File: config.mk
export PLATFORM = sky130hd
export DESIGN_NAME = pipe_ctrl_chain
export DESIGN_NICKNAME = d
export VERILOG_FILES = /design/src/rtl/pipe_ctrl_chain.sv
export SDC_FILE = /design/constraint.sdc
export NUM_CORES = 1
export LEC_CHECK = 0
export CORE_ASPECT_RATIO = 0.9
export CORE_MARGIN = 4
export CORE_UTILIZATION = 44
export DETAILED_ROUTE_END_ITERATION = 6
export PLACE_DENSITY = 0.81
export SYNTH_ARGS = -nofsm -noshare
export SYNTH_HDL_FRONTEND = slang
export SYNTH_SLANG_ARGS = --single-unit
File: constraint.sdc
create_clock -name clk -period 1.55 [get_ports clk]
set_input_delay 0.155 -clock clk [delete_from_list [all_inputs] [get_ports clk]]
set_output_delay 0.155 -clock clk [all_outputs]
set_load 0.005 [all_outputs]
File: src/rtl/pipe_ctrl_chain.sv
// pipe_ctrl_chain: valid/data register chain with stall, bubble and partial flush.
// Optional saturating stall/flush counters when PIPE_CTRL_PERF_EN is defined.
module pipe_ctrl_chain #(
    parameter int DATA_W = 32,
    parameter int STAGES = 4,
    parameter int CNT_W  = 16
) (
    input  logic                        clk,
    input  logic                        srst,
    input  logic                        enable,
    input  logic                        in_valid,
    input  logic [DATA_W-1:0]           in_data,
    output logic                        in_ready,
    input  logic [STAGES-1:0]           stall_req,
    input  logic                        flush_req,
    input  logic [$clog2(STAGES)-1:0]   flush_stage,
    output logic [STAGES-1:0]           stage_valid,
    output logic [STAGES*DATA_W-1:0]    stage_data,
    output logic                        out_valid,
    output logic [DATA_W-1:0]           out_data,
    output logic [CNT_W-1:0]            stall_cnt,
    output logic [CNT_W-1:0]            flush_cnt
);
    localparam int FW = $clog2(STAGES);
    logic [STAGES-1:0]        hold, valid_q, valid_d;
    logic [STAGES*DATA_W-1:0] data_q, data_d;
    logic                     flush, bubble;
    logic [FW-1:0]            f;
    assign flush    = enable && flush_req;
    assign f        = (flush_stage > FW'(STAGES-1)) ? FW'(STAGES-1) : flush_stage;
    assign in_ready = !hold[0] && !flush;
    // A stall at stage k holds every older-to-younger slot 0..k.
    always_comb begin
        hold[STAGES-1] = !enable || stall_req[STAGES-1];
        for (int i = STAGES-2; i >= 0; i--) hold[i] = hold[i+1] || stall_req[i];
    end
    always_comb begin
        valid_d = valid_q;
        data_d  = data_q;
        bubble  = 1'b0;
        if (!hold[0]) begin
            valid_d[0]          = in_valid;
            data_d[DATA_W-1:0]  = in_data;
        end
        for (int i = 1; i < STAGES; i++) begin
            if (!hold[i]) begin
                // The slot just above a flush point takes the surviving instruction, not a bubble.
                bubble = hold[i-1] && !(flush && (i-1) == int'(f));
                valid_d[i]                 = bubble ? 1'b0 : valid_q[i-1];
                data_d[i*DATA_W +: DATA_W] = bubble ? '0 : data_q[(i-1)*DATA_W +: DATA_W];
            end
        end
        for (int i = 0; i < STAGES; i++) begin
            if (flush && i <= int'(f)) begin
                valid_d[i]                 = 1'b0;
                data_d[i*DATA_W +: DATA_W] = '0;
            end
        end
    end
    always_ff @(posedge clk) begin
        if (srst) begin
            valid_q <= '0;
            data_q  <= '0;
        end else begin
            valid_q <= valid_d;
            data_q  <= data_d;
        end
    end
    assign stage_valid = valid_q;
    assign stage_data  = data_q;
    assign out_valid   = valid_q[STAGES-1];
    assign out_data    = data_q[(STAGES-1)*DATA_W +: DATA_W];
`ifdef PIPE_CTRL_PERF_EN
    logic [CNT_W-1:0] sc_q, fc_q;
    always_ff @(posedge clk) begin
        if (srst) begin
            sc_q <= '0;
            fc_q <= '0;
        end else begin
            if (enable && |stall_req && !(&sc_q)) sc_q <= sc_q + 1'b1;
            if (flush && !(&fc_q)) fc_q <= fc_q + 1'b1;
        end
    end
    assign stall_cnt = sc_q;
    assign flush_cnt = fc_q;
`else
    assign stall_cnt = '0;
    assign flush_cnt = '0;
`endif
endmodule

After elaboration in Yosys (flattened, before gate mapping)

Cells that the tools add are included.

Output and inout bits: 198
Flip-flop bits (word level): 132
Logic and storage cells: 47
Input port bits: 43

Equal/unequal tests: 2
Multiplexer cells: 7
Reduce and logical (&&, ||, !) cells: 26
Magnitude comparators: 4

Operator list:

| operator           | count |
|---|---|
| $mux 32            | 3 |
| $logic_and 1x1->1  | 11 |
| $reduce_or 2->1    | 4 |
| $logic_not 1->1    | 6 |
| $eq 2x2->1 const A | 2 |
| $le 2x2->1 const A | 2 |
| $logic_or 1x1->1   | 4 |
| $mux 1             | 3 |
| $gt 2x2->1 const B | 1 |
| $le 1x2->1 const A | 1 |
| $logic_not 2->1    | 1 |
| $mux 2             | 1 |

Logic depth before layout (Yosys ltp)

Gate-level depths: netlist (run 1).

Word-level depth: 7
Mapped depth: 6

Worst setup path before layout (run 1)

No wires, ideal clock.

Path kind: input to output
Start: input port stall_req[2]
End: output port in_ready
Cell stages on the path: 5
Setup slack: 0.198 ns
Data required time: 1.395 ns
Data arrival time: 1.197 ns
Buffers on the path: 3
Cell sequence: buf_6 -> or4b_4 -> buf_6 -> buf_6 -> a211oi_4

Word-level cells in the longest chain between the ends: 5

Ends and longest elaborated chain:

| element                       | line | text |
|---|---|---|
| start, declared               | 14   | `input logic [STAGES-1:0] stall_req,` |
| $logic_or 1x1->1 (3 in a row) | 35   | `for (int i = STAGES-2; i >= 0; i--) hold[i] = hold[i+1] \|\| stall_req[i];` |
| $logic_not 1->1               | n/a  |  |
| $logic_and 1x1->1             | 31   | `assign in_ready = !hold[0] && !flush;` |
| end, declared                 | 13   | `output logic in_ready,` |

Every way passes these cells.

Final worst setup path (run 1)

Start: register data_q[49] (netlist: stage_data[49])
End: output port stage_data[49]

RTL lines:

| element                | line | text |
|---|---|---|
| start, declared        | 26   | `logic [STAGES*DATA_W-1:0] data_q, data_d;` |
| start signal, assigned | 66   | `data_q <= data_d;` |
| end, declared          | 18   | `output logic [STAGES*DATA_W-1:0] stage_data,` |

No word-level cell between the ends.

==> flow_summary.ini, run 1 <==
[clock_network]
clock-sinks = 132
clockBufferDepth = 2
clkTransAtPathRegs_ns = 0.05
numCtsBuffers = 17
root_buffer = clkbuf_16
cts_tree = yes
cts_setup_buffers = 0
htree_levels = 4
ctsHoldBuffers = 0
clock_latency_ns = 0.41

[die]
die-area_mm2 = 0.0157
row_count = 40
core_mm2 = 0.0134
die_y_um = 119
start_util_pct = 45.2
die_x_um = 132
io_pins = 241

[critical_path]
r2r-end = stage_data[99]$_SDFFE_PP0N_
cpLargestDelayFamily = buffers and inverters
path_cells = clkdlybuf4s50_1
r2r_start = stage_data[67]$_SDFFE_PP0N_
path_buf_inv = 1
crit_type = reg2out
rrSetupSlack_ns = 0.73
critPathLaunch = stage_data[49]$_SDFFE_PP0N_
cp.required_ns = 1.39
ff2ff_path_depth = 3
end_kind = primary output
cp.arrival_ns = 1.36
startpoint_type = register
setup.worst_path.end = stage_data[49]
cp.depth = 1
cp_slowest_stage_delay_ns = 0.54
path_max_fanout = 3
crit_slowest_cell = clkdlybuf4s50_1

[synthesis]
synthFlopType = dfxtp_1
ys_ff_latch = 132
synth_area_mm2 = 0.00606
yosys_warnings = 0
synth-edff-count = 0
synth_cells = 714
yosysSeqAreaShare_pct = 43.6
synth.distinct_cells = 28
async_reset_ff_share_pct = 0
syn_area_per_cell_um2 = 8.49

[route]
num_vias = 5380
dr.pass1.iters = 4
wirelength_um = 16600
postRouteAntennaNets = 0
viasPerCell = 5.13
wl_per_cell_um = 15.9
drc = 0
drt_iter0_markers = 289

[sta]
rsz0062_at_grt = false
hold_ws_ns = 0.304
tightest_slew_ns = 0.664
clock.fmax_mhz = 661
setup_violations = 0
finalCritPeriodShare_pct = 97.7
hold_violations = 0
final.setup_skew_ns = 0.0148
slew_viol_final = 0
finalCriticalPeriod_ns = 1.51
setup_slack_ns = 0.0361
slew_headroom_pct = 55.8

[finish]
area_growth_pct = 40.8
final_common_cell = clkdlybuf4s50_1
ff_latch_area_mm2 = 0.00264
multi_input_area_mm2 = 0.00256
fillers = 1145
final_layout_size_suffix_gt1_share_pct = 7.74
final_cell_mix = clkdlybuf4s50_1 (202), dfxtp_1 (131), a21oi_1 (99)
finalNetCount = 909

[grt]
grt_pass1_vias = 4941
grt.overflow.total = 0
track_usage_pct = 20.4
grt_max_degree = 67
grt_pass1_wl_um = 26200
antenna_found_initial = 1

[power]
ir_drop_mv = 0.772
total_power_mw = 7.53
leakage_nw = 2.81
cellPowerDensity_mw_per_mm2 = 882

[flow_run]
maxCapViolations = 0

[worst_hold_path]
hold_path.class = in2reg

[place]
post-dp-hpwl_um = 11800
finalWeightedCongestion = 0.802
place_ws_ns = -0.537
io_buffers = 208

[outcome]
status = finished clean
-- sequential cells by signal, indices dropped and copies added (netlist names) --
register     cells
stage_data     128
stage_valid      4
-- routing by layer --
layer / vias to the layer above / part of all wire, % / global-route usage [%]
met4: 0 / 1.7 / 7.68
met5: - / 0 / 0
met1: 2466 / 46 / 27.7
met3: 19 / 5.8 / 5.24
li1: 2697 / - / -
met2: 198 / 47 / 31.2
-- worst min-delay path by stage --
stage,start,end,slack (ns),cells after the start
after floorplan,in_data[0],stage_data[0]$_SDFFE_PP0N_,0.30,2
after global placement,stage_data[72]$_SDFFE_PP0N_,stage_data[72]$_SDFFE_PP0N_,0.46,2
after detailed placement,stage_data[41]$_SDFFE_PP0N_,stage_data[41]$_SDFFE_PP0N_,0.47,2
after CTS,in_valid,stage_valid[0]$_SDFFE_PP0N_,0.29,3
after global routing,in_data[21],stage_data[21]$_SDFFE_PP0N_,0.30,3
final,in_data[24],stage_data[24]$_SDFFE_PP0N_,0.30,3
-- stage by stage --
stage	util [%]	cells	area (um^2)	TNS [ns]
after global placement	59.7	1015	8000	-45.74
after floorplan	-	745	6180	0
after detailed placement	59.7	1015	8000	-44.71
after CTS	63.6	1047	8530	0
after global routing	63.6	1048	8540	0
final	63.6	1048	8540	0
-- report_power, final --
group	internal, mW	switching (mW)
clock network	2.25	1.37
registers	3.40	0.00619
logic	0.211	0.298
-- what timing repair did --
item | in CTS | in global routing
gates resized for setup | 8 | 2
endpoints found under the setup margin | 12 | 2
endpoints found under the hold margin | 0 | 0
pin swaps | 2 | 0
-- cells by family (layout without fill, tap and decap cells) --
| logic type | after synthesis | count (layout) | synth area share (%) |
|---|---|---|---|
| other | 1 | 33 | 0.0619 |
| flip-flops | 132 | 132 | 43.6 |
| AO/OA/AOI/OAI | 269 | 269 | 28.1 |
| buffers and inverters | 171 | 305 | 16.3 |
| AND/OR/NAND/NOR | 141 | 141 | 11.9 |
-- Yosys cell counts, types with 30 or more instances --
cell type / number / area, um^2
dfxtp_1: 132 / 2640
a21oi_1: 99 / 495
buf_4: 71 / 533
o211ai_1: 67 / 503
nand2_1: 66 / 248
clkbuf_1: 39 / 146
inv_1: 35 / 131
a211oi_1: 33 / 248
nand3_1: 33 / 165
o21a_1: 33 / 248
o21ai_0: 33 / 165
and2_1: 30 / 188
-- layout make-up --
| type | instances | share of cell area [%] |
|---|---|---|
| clock buffers | 28 | 6.05 |
| multi-input cells | 442 | 30.0 |
| clock inverters | 4 | 0.235 |
| well taps | 168 | 2.46 |
| flip-flops and latches | 132 | 31.0 |
| diodes | 1 | 0.0293 |
| repair buffers | 238 | 28.7 |
| inverters | 35 | 1.54 |
Note: power is estimated with default switching activity, not from simulation.
==> run 2, diff against run 1 <==
--- a/config.mk
+++ b/config.mk
@@ -6,10 +6,11 @@
 export NUM_CORES = 1
 export LEC_CHECK = 0
 export CORE_ASPECT_RATIO = 0.9
-export CORE_MARGIN = 4
+export CORE_MARGIN = 2
 export CORE_UTILIZATION = 44
 export DETAILED_ROUTE_END_ITERATION = 6
 export PLACE_DENSITY = 0.81
+export REMOVE_ABC_BUFFERS = 1
 export SYNTH_ARGS = -nofsm -noshare
 export SYNTH_HDL_FRONTEND = slang
 export SYNTH_SLANG_ARGS = --single-unit
==> run 2 against run 1 <==
Net effect:
- sequential cell count unchanged
- hold slack got worse by 0.014 ns
- utilization increased by 1.1 points
- global-route usage increased by 3.8 points
- clock power increased by 5%
- non-clock buffer count increased by 17
- via count increased by 6.4%
- count of clock-buffer cells in the layout unchanged
- power increased by 2.9%
- critical path type is now in2out
- highest routed layer unchanged
==> flow_summary.ini, run 2 (synthesis gave the netlist of run 1 again) <==
[grt]
grt_pass1_vias = 5201
track_usage_pct = 24.2
grt_max_degree = 67
grt.overflow.total = 0
antenna_found_initial = 1
grt_pass1_wl_um = 27700

[finish]
final_layout_size_suffix_gt1_share_pct = 9.93
multi_input_area_mm2 = 0.00257
finalNetCount = 926
area_growth_pct = 43.3
stdcell_count = 1065
fillers = 1155
final_cell_mix = clkdlybuf4s50_1 (202), dfxtp_1 (126), a21oi_1 (99)
largest_reg_flops = 128
ff_latch_area_mm2 = 0.00265
final_common_cell = clkdlybuf4s50_1

[die]
start_util_pct = 45.2
die-area_mm2 = 0.0147
core_mm2 = 0.0134
io_pins = 241
die_x_um = 128
die_y_um = 115
row_count = 40

[clock_network]
clock-sinks = 132
clockBufferDepth = 2
root_buffer = clkbuf_16
cts_tree = yes
clkTransAtPathRegs_ns = 0.05
cts_setup_buffers = 0
clock_latency_ns = 0.42
ctsHoldBuffers = 0
htree_levels = 4
numCtsBuffers = 17

[route]
drt_iter0_markers = 407
dr.pass1.iters = 5
postRouteAntennaNets = 0
num_vias = 5725
wirelength_um = 18100
wl_per_cell_um = 17.0
drc = 0
viasPerCell = 5.38

[sta]
setup_slack_ns = 0.0447
hold_violations = 0
clock.fmax_mhz = 664
slew_headroom_pct = 50.0
finalCritPeriodShare_pct = 97.1
setup_violations = 0
finalCriticalPeriod_ns = 1.51
slew_viol_final = 0
rsz0062_at_grt = false
final.setup_skew_ns = 0.00832
tightest_slew_ns = 0.750

[critical_path]
r2r_start = stage_data[91]$_SDFFE_PP0N_
setup.worst_path.end = in_ready
end_kind = primary output
cpLargestDelayFamily = simple AND/OR/NAND/NOR gates
cp.required_ns = 1.39
cp.arrival_ns = 1.35
cp_slowest_stage_delay_ns = 0.57
cp.depth = 4
crit_type = in2out
path_cells = dlygate4sd2_1 > or4b_4 > a211oi_4 > buf_2
crit_slowest_cell = or4b_4
rrSetupSlack_ns = 0.72
critPathLaunch = stall_req[1]
path_max_fanout = 2
startpoint_type = input port
path_buf_inv = 2
r2r-end = stage_data[123]$_SDFFE_PP0N_
ff2ff_path_depth = 3

[place]
finalWeightedCongestion = 0.816
post-dp-hpwl_um = 12500
place_ws_ns = -0.579
dp.cells = 1032
io_buffers = 208

[flow_run]
maxCapViolations = 0

[outcome]
status = finished clean

[power]
ir_drop_mv = 0.742
leakage_nw = 2.90
total_power_mw = 7.75
cellPowerDensity_mw_per_mm2 = 892

[worst_hold_path]
hold_path.class = in2reg
-- run 2: through the flow --
step	utilization, %	hold WS [ns]	area (um^2)	TNS, ns
after floorplan	-	0.303	5320	-53.73
after detailed placement	60.6	0.463	8130	-47.12
after global placement	60.6	0.459	8130	-46.14
final	64.7	0.290	8680	0
after global routing	64.7	0.308	8680	0
after CTS	64.7	0.285	8680	0
-- run 2: worst reg2reg max path, cell delays in order (launching register included) --
cell	delay, ns
dfxtp_1	0.36
inv_1	0.06
a211oi_1	0.21
o21a_1	0.15
-- run 2: what timing repair did --
item                                   in CTS  in global routing
setup endpoints to repair                  37                  5
pin swaps                                   2                  1
endpoints found under the hold margin       0                  0
resized for setup                          12                  4
-- run 2: per-layer routing --
layer	vias up	wire length, um	GRT usage [%]	share of wire (%)
li1	2727	-	-	-
met1	2730	7680	30.5	42
met2	230	8770	40.2	49
met3	38	1110	5.17	6.1
met4	0	515	10.6	2.8
met5	-	0	0	0
-- run 2: final cells by class --
type                       count  share of cell area (%)
inverter                      35                    1.51
clock inverter                 4                   0.519
antenna                        1                  0.0288
timing repair buffer         255                    29.5
tap                          168                    2.42
sequential                   132                    30.5
multi-input combinational    442                    29.6
clock buffer                  28                    5.83
-- run 2: worst min path at each step --
| stage | from | to | slack [ns] | depth (start not counted) |
|---|---|---|---|---|
| 6_report | in_data[24] | stage_data[24]$_SDFFE_PP0N_ | 0.29 | 3 |
| 2_1_floorplan | in_data[0] | stage_data[0]$_SDFFE_PP0N_ | 0.30 | 2 |
| 4_1_cts | in_data[24] | stage_data[24]$_SDFFE_PP0N_ | 0.28 | 3 |
| 5_1_grt | in_data[21] | stage_data[21]$_SDFFE_PP0N_ | 0.31 | 3 |
| 3_3_place_gp | stage_data[65]$_SDFFE_PP0N_ | stage_data[65]$_SDFFE_PP0N_ | 0.46 | 2 |
| 3_5_place_dp | stage_data[73]$_SDFFE_PP0N_ | stage_data[73]$_SDFFE_PP0N_ | 0.46 | 2 |
-- run 2: power breakdown --
group	internal, mW	switching (mW)	leakage, nW
Sequential	3.40	0.00599	1.07
Clock	2.37	1.41	0.272
Combinational	0.231	0.329	1.56
Total	6.00	1.75	2.90
